==> config.mk <==
export PLATFORM = sky130hd
export DESIGN_NAME = reduction_unit_pipe
export DESIGN_NICKNAME = d
export VERILOG_FILES = /design/src/rtl/reduction_pkg.sv /design/src/rtl/adder_sw_bit.sv /design/src/rtl/reduction_unit_pipe.sv
export SDC_FILE = /design/constraint.sdc
export NUM_CORES = 1
export LEC_CHECK = 0
export CAP_MARGIN = 15
export CORE_ASPECT_RATIO = 1.1
export CORE_MARGIN = 1
export CORE_UTILIZATION = 55
export CTS_CLUSTER_SIZE = 40
export DETAILED_ROUTE_END_ITERATION = 7
export HOLD_SLACK_MARGIN = 0.12
export PLACE_DENSITY = 0.75
export SLEW_MARGIN = 30
export SYNTH_ARGS = -nofsm -noshare
export SYNTH_HDL_FRONTEND = slang
export SYNTH_SLANG_ARGS = --single-unit
export TNS_END_PERCENT = 50
==> constraint.sdc <==
create_clock -name clk -period 5.9 [get_ports clk]
set_input_delay 1.18 -clock clk [delete_from_list [all_inputs] [get_ports clk]]
set_output_delay 1.18 -clock clk [all_outputs]
set_load 0.05 [all_outputs]
==> src/rtl/reduction_pkg.sv <==
// Shared constants and helpers for the reduction pipeline.
package reduction_pkg;

   localparam int W_DEFAULT = 16;
   localparam int N_DEFAULT = 8;

   // Ceiling log2, usable in constant expressions (clog2(1) = 0).
   function automatic int clog2(input int value);
      int res;
      int v;
      res = 0;
      v   = value - 1;
      while (v > 0) begin
         res++;
         v = v >>> 1;
      end
      return res;
   endfunction

endpackage

==> src/rtl/adder_sw_bit.sv <==
// Plain SW-bit unsigned adder used by every reduction stage.
module adder_sw_bit #(
   parameter int SW = 19
) (
   input  logic [SW-1:0] a_i,
   input  logic [SW-1:0] b_i,
   output logic [SW-1:0] sum_o
);

   // SW is sized so that the largest reachable partial sum always fits,
   // so the top carry can never be lost here.
   assign sum_o = a_i + b_i;

endmodule

==> src/rtl/reduction_unit_pipe.sv <==
// Linear N-1 stage pipeline summing N unsigned W-bit operands with a
// global stall (en), per-transaction saturate/wrap result and overflow flag.
module reduction_unit_pipe
   import reduction_pkg::*;
#(
   parameter  int W  = W_DEFAULT,
   parameter  int N  = N_DEFAULT,
   localparam int SW = W + clog2(N)
) (
   input  logic           clk,
   input  logic           rst_n,
   input  logic           in_valid,
   output logic           in_ready,
   input  logic [N*W-1:0] p_flat,
   input  logic           sat_en,
   output logic           out_valid,
   input  logic           out_ready,
   output logic [SW-1:0]  full_sum,
   output logic [W-1:0]   result,
   output logic           ovf
);

   localparam int PAD = SW - W;

   logic         en;
   logic [N-1:1] valid_q, valid_d;
   logic [N-1:1] sat_q, sat_d;

   // The whole pipeline moves together; it only freezes behind an unaccepted result.
   assign en       = !out_valid || out_ready;
   assign in_ready = en;

   // Next state of the per-stage valid and mode bits: shift by one stage when enabled.
   always_comb begin
      // NOTE: defaults first so every path assigns both vectors and no latch is inferred.
      valid_d = valid_q;
      sat_d   = sat_q;
      if (en) begin
         valid_d[1] = in_valid;
         sat_d[1]   = sat_en;
         for (int k = 2; k < N; k++) begin
            valid_d[k] = valid_q[k-1];
            sat_d[k]   = sat_q[k-1];
         end
      end
   end

   // Valid and mode bits clear asynchronously so in-flight work is discarded at once.
   always_ff @(posedge clk or negedge rst_n) begin
      if (!rst_n) begin
         valid_q <= '0;
         sat_q   <= '0;
      end else begin
         // NOTE: non-blocking assignment so every register samples pre-edge values.
         valid_q <= valid_d;
         sat_q   <= sat_d;
      end
   end

   // Stage k adds operand k to the running sum of stage k-1. Operands not yet
   // consumed ride along in a shrinking skew array (operands k+1..N-1 at stage k).
   for (genvar k = 1; k < N; k++) begin : g_stage
      logic [SW-1:0] op_a;
      logic [SW-1:0] op_b;
      logic [SW-1:0] sum;
      logic [SW-1:0] sum_q;
      logic          load;

      if (k == 1) begin : g_src
         assign op_a = {{PAD{1'b0}}, p_flat[0 +: W]};
         assign op_b = {{PAD{1'b0}}, p_flat[W +: W]};
         assign load = en && in_valid;
      end else begin : g_src
         assign op_a = g_stage[k-1].sum_q;
         assign op_b = {{PAD{1'b0}}, g_stage[k-1].g_skew.skew_q[k]};
         assign load = en && valid_q[k-1];
      end

      adder_sw_bit #(.SW(SW)) u_add (
         .a_i   (op_a),
         .b_i   (op_b),
         .sum_o (sum)
      );

      if (k == N-1) begin : g_reg
         // Output stage sum is architecturally visible, so it resets to zero.
         always_ff @(posedge clk or negedge rst_n) begin
            if (!rst_n)    sum_q <= '0;
            else if (load) sum_q <= sum;
         end
      end else begin : g_reg
         // Internal partial sum; captured only when a real transaction arrives.
         // NOTE: no reset on datapath storage; the valid bits alone decide what is live.
         always_ff @(posedge clk) begin
            if (load) sum_q <= sum;
         end
      end

      if (k < N-1) begin : g_skew
         logic [W-1:0] skew_q [k+1:N-1];

         if (k == 1) begin : g_load
            // Capture the operands for all later stages at acceptance.
            always_ff @(posedge clk) begin
               if (load) begin
                  for (int j = k + 1; j < N; j++) skew_q[j] <= p_flat[j*W +: W];
               end
            end
         end else begin : g_load
            // Forward the operands not yet consumed from the previous stage.
            always_ff @(posedge clk) begin
               if (load) begin
                  for (int j = k + 1; j < N; j++) skew_q[j] <= g_stage[k-1].g_skew.skew_q[j];
               end
            end
         end
      end
   end

   assign out_valid = valid_q[N-1];
   assign full_sum  = g_stage[N-1].sum_q;
   assign ovf       = |full_sum[SW-1:W];
   assign result    = (sat_q[N-1] && ovf) ? {W{1'b1}} : full_sum[W-1:0];

endmodule

# --- After elaboration in Yosys (flattened, before gate mapping) ---
# Memories as Yosys holds them, arrays and structs flattened.
# Index checks and enable logic that the tools add are counted.
word_totals:
  in_bits: 133
  ff_bits: 147
  elab_cells: 46
  output_inout_bits: 38
  mem_bits_rw: 336
  mem_count: 6
mem_list:
  columns: ["memory", "words", "width", "read_ports", "rd_ports_with_merged_regs", "wr", "line_no", "text"]
  rows:
  - ["g_stage[1].g_skew.skew_q", 6, 16, 6, 0, 6, "reduction_unit_pipe.sv:100", "logic [W-1:0] skew_q [k+1:N-1];"]
  - ["g_stage[2].g_skew.skew_q", 5, 16, 5, 0, 5, "reduction_unit_pipe.sv:100", null]
  - ["g_stage[3].g_skew.skew_q", 4, 16, 4, 0, 4, "reduction_unit_pipe.sv:100", null]
  - ["g_stage[4].g_skew.skew_q", 3, 16, 3, 0, 3, "reduction_unit_pipe.sv:100", null]
  - ["g_stage[5].g_skew.skew_q", 2, 16, 2, 0, 2, "reduction_unit_pipe.sv:100", null]
  - ["g_stage[6].g_skew.skew_q", 1, 16, 1, 0, 1, "reduction_unit_pipe.sv:100", null]
op_classes:
  add_sub_neg: 7
  reduce_logical: 11
  muxes: 13
ops:
  columns: ["operator", "count"]
  rows:
  - ["$add 19x16->19", 6]
  - ["$add 16x16->17", 1]
  - ["$mux 16", 1]
  - ["$mux 1", 12]
  - ["$logic_and 1x1->1", 8]
  - ["$reduce_or 3->1", 1]
  - ["$logic_not 1->1", 1]
  - ["$logic_or 1x1->1", 1]

# --- Logic depth before layout (Yosys ltp) ---
logic_depth:
  depth_word: 5
  ltp_mapped: 10
  depth_no_buf: 10

# --- Hierarchy ---
# A second synthesis with hierarchy kept.
hier_totals:
  hier_cells: 1355
  area_unflattened_um2: 21092.7
modules_own_cells:
  columns: ["module", "instances", "seq_area_each_um2", "area_each_um2", "cells_each"]
  rows:
  - ["reduction_unit_pipe", 1, 14338.8, 14964.4, 547]
  - ["adder_sw_bit at g_stage[5].u_add ...", 3, 0.0, 909.6, 114]
  - ["adder_sw_bit at g_stage[2].u_add ...", 3, 0.0, 847.1, 117]
  - ["adder_sw_bit at g_stage[1].u_add", 1, 0.0, 858.3, 115]

# --- Worst setup path before layout ---
# Ideal clock, no wire load.
synth_path:
  kind: "in2reg"
  from: "input port out_ready"
  to: "register g_stage[1].g_skew.skew_q[0][100] (netlist name)"
  path_slack_ps: 752
  path_stages: 3
  t_required_ps: 5416
  n_path_buf: 1
  t_arrival_ps: 4663
  setup_ps: 484
  cell_sequence: "nand2b_1 > clkbuf_1 > and2_1"
synth_lines:
  columns: ["item", "line_no", "text"]
  rows:
  - ["start, declared", "reduction_unit_pipe.sv:17", "input logic out_ready,"]

# --- Worst setup path in the final report ---
layout_path:
  from: "input port out_ready"
  to: "output port in_ready"
layout_between:
  elab_chain_cells: 1
layout_lines:
  columns: ["item", "line_no", "text"]
  rows:
  - ["$logic_or 1x1->1", "reduction_unit_pipe.sv:30", "assign en = !out_valid || out_ready;"]
  - ["end, declared", "reduction_unit_pipe.sv:13", "output logic in_ready,"]
# Every way passes these cells.

==> impl_metrics.py <==
metrics = {
    "outcome": {
        "outcome": "complete, no violations",
    },
    "cells_and_area": {
        "seq_area_sq_mm": 0.0142,
        "drive_gt1_share_pct": 7.12,
        "fin_area_sq_mm": 0.0240,
        "fillCellCount": 2464,
        "final_common_cell": "edfxtp_1",
        "multi_input_area_sq_mm": 0.00569,
        "layout.cells.non_filler": 2061,
        "final_cell_mix": "447 x edfxtp_1, 170 x clkdlybuf4s50_1, 112 x ha_1",
        "final_nets": 1789,
        "syn_to_final_growth_pct": 19.1,
    },
    "synthesis": {
        "yosys_warnings": 0,
        "ys_types": 64,
        "synth_edf_count": 447,
        "async_reset_ff_share_pct": 6.88,
        "ys.flop_type": "edfxtp_1",
        "synthCells": 1317,
        "syn_area_sq_mm": 0.0202,
        "synth-seq-cells": 480,
        "ys_seq_area_share_pct": 70.7,
        "synth_nets": 1569,
        "syn_area_per_cell_sq_um": 15.3,
    },
    "route": {
        "avgViaCountPerCell": 5.34,
        "drt-initial-drc-count": 561,
        "drt-pass1-iter-count": 6,
        "drc": 0,
        "route.antenna.remaining_nets": 0,
        "wire_per_inst_microns": 15.9,
        "num_vias": 11000,
        "routed_wirelength_microns": 32700,
    },
    "sta": {
        "period_needed_ns": 4.01,
        "finalHoldViolCount": 0,
        "rsz0062_at_grt": "no",
        "fin_skew_ns": 0.0136,
        "worst_slew_pin_slew_ns": 0.876,
        "hold-worst-slack_ns": 0.415,
        "tns_ns": 0,
        "post-route-period-util_pct": 68.0,
        "slew_violations": 0,
        "slew_headroom_pct": 41.6,
        "fmax_mhz": 249,
        "setup_ws_ns": 1.89,
        "report.final.setup_viol": 0,
    },
    "setup_path": {
        "arrival_ns": 2.83,
        "path_cells": "clkdlybuf4s50_1 > nand2b_1 > buf_4 > clkdlybuf4s50_1",
        "crit_path_start_kind": "primary input",
        "crit_top_cell": "clkdlybuf4s50_1",
        "reg2reg_to": "g_stage[5].sum_q[16]",
        "ff2ff_setup_slack_ns": 3.08,
        "endpoint_kind": "output pin",
        "slowest_delay_ns": 0.85,
        "crit_start": "out_ready",
        "path_max_fanout": 22,
        "cp_slowest_cell": "clkdlybuf4s50_1",
        "critPathKind": "in -> out",
        "reg2reg_from": "g_stage[4].sum_q[0]",
        "r2r_cells": 10,
        "critPathRequiredTime_ns": 4.72,
    },
    "die": {
        "rows": 73,
        "die_w_microns": 185,
        "io_pins": 171,
        "die_area_sq_mm": 0.0374,
        "core_sq_mm": 0.0361,
        "initial_utilization_pct": 55.9,
        "die_h_microns": 203,
    },
    "pwr": {
        "leakage_nw": 8.82,
        "peakVddDrop_mv": 0.279,
        "power_density_mw_per_mm2": 577,
    },
    "clocking": {
        "htreeDepth": 2,
        "clkLatencyLatePin_ns": 0.55,
        "cts_buffer_depth": 3,
        "cts_tree": "done",
        "clock-sinks": 480,
        "cts_hold_buf": 0,
        "numCtsBuffers": 45,
        "clk_pin_slew_ns": 0.06,
        "root_buffer": "clkbuf_16",
        "cts-resized-gates": 0,
        "cts_setup_buffers": 0,
    },
    "worst_hold_path": {
        "whs_path_depth": 0,
        "hp-start": "g_stage[1].g_skew.skew_q[0][75]",
        "hold_class": "reg -> reg",
        "holdPathEnd": "g_stage[2].g_skew.skew_q[0][75]",
    },
    "global_routing": {
        "antenna_found_initial": 3,
        "grt_pass1_wl_microns": 53400,
        "grt_use_total_pct": 18.2,
        "gr-total-overflow": 0,
        "grt_max_degree": 68,
        "grt_pass1_vias": 11400,
    },
    "place": {
        "dp_slack_ns": 1.89,
        "placedInstanceArea_sq_mm": 0.0225,
        "port_buffers": 170,
        "place_congestion": 0.883,
        "placed_cells": 1977,
        "dp_hpwl_microns": 23300,
    },
    "job": {
        "maxCapViolCount": 0,
    },
}
-- power by group --
part           internal, mW  total [mW]  switching (mW)
Clock                  1.66        2.84            1.18
Sequential             5.33        5.74           0.404
Combinational          2.11        5.29            3.18
Total                  9.10        13.9            4.76
-- metrics by stage --
stage                     power, mW  utilization [%]
after CTS                      14.0             66.5
after global placement         10.9             62.4
after floorplan                9.72                -
after detailed placement       11.1             62.4
after global routing           14.7             66.5
final                          13.9             66.5
-- Yosys cell counts (6+ instances only) --
master | number | share of area (%)
clkbuf_1 | 7 | 0.13
and2_1 | 9 | 0.28
a21boi_1 | 6 | 0.22
nor2_1 | 73 | 1.4
o31ai_1 | 9 | 0.34
xnor2_1 | 64 | 2.8
o21ai_1 | 29 | 0.72
xor2_1 | 26 | 1.1
o21a_1 | 13 | 0.48
fa_1 | 7 | 0.70
mux2_2 | 15 | 0.84
a21oi_1 | 82 | 2.0
o21ai_0 | 33 | 0.82
a21o_1 | 33 | 1.2
o211ai_1 | 9 | 0.34
dfrtp_1 | 33 | 4.1
o21bai_1 | 8 | 0.30
a31oi_1 | 11 | 0.34
nor3_1 | 19 | 0.47
ha_1 | 112 | 7.0
edfxtp_1 | 447 | 67
inv_1 | 52 | 0.97
nand3_1 | 19 | 0.47
nand2_1 | 67 | 1.2
nor2b_1 | 20 | 0.62
a211oi_1 | 10 | 0.37
nand2b_1 | 26 | 0.81
-- registers in the layout, summed over array words and instances (netlist names) --
register               count
sat_q                      7
g_stage.sum_q            111
g_stage.g_skew.skew_q    336
valid_q                    7
full_sum                  19
-- how the worst max path moves through the flow --
stage | to | slack, ns | cells past startpoint
2_1_floorplan | g_stage[1].g_skew.skew_q[0][100] | 0.75 | 3
3_3_place_gp | in_ready | 1.89 | 4
3_5_place_dp | in_ready | 1.89 | 4
4_1_cts | in_ready | 1.88 | 4
5_1_grt | in_ready | 1.83 | 4
6_report | in_ready | 1.89 | 4
-- per-layer routing --
layer	up-vias	share of wire, %	wire [microns]	global-route usage (%)
met5	-	0.037	12	0
met4	2	3.5	1130	7.56
met3	76	5.2	1710	4.23
met2	248	54	17800	34.9
met1	5204	37	12000	18.5
li1	5469	-	-	-
-- cell families (layout without fill, tap and decap cells) --
family	Yosys count	count (layout)	synth area share, %
AOI/OAI and AO/OA	282	282	9.13
DFF	480	480	70.7
muxes	17	17	0.937
xor gates and xnor gates	90	90	3.91
other	0	1	0
and+or+nand+nor	269	269	6.56
adders and majority gates	119	119	7.65
buffers and inverters	60	316	1.12
-- critical path, delay by kind of cell --
family | cells | cell delay [ns]
buf+inv | 3 | 1.55
simple gates | 1 | 0.10
-- area by class of cell --
| cell class | instances | share of cell area (%) |
|---|---|---|
| Antenna cell | 1 | 0.0104 |
| Clock buffer | 56 | 5.12 |
| Clock inverter | 27 | 1.03 |
| Inverter | 52 | 0.813 |
| Multi-Input combinational cell | 777 | 23.7 |
| Sequential cell | 480 | 59.3 |
| Tap cell | 487 | 2.54 |
| Timing Repair Buffer | 181 | 7.43 |
Note: power is estimated with default switching activity, not from simulation.
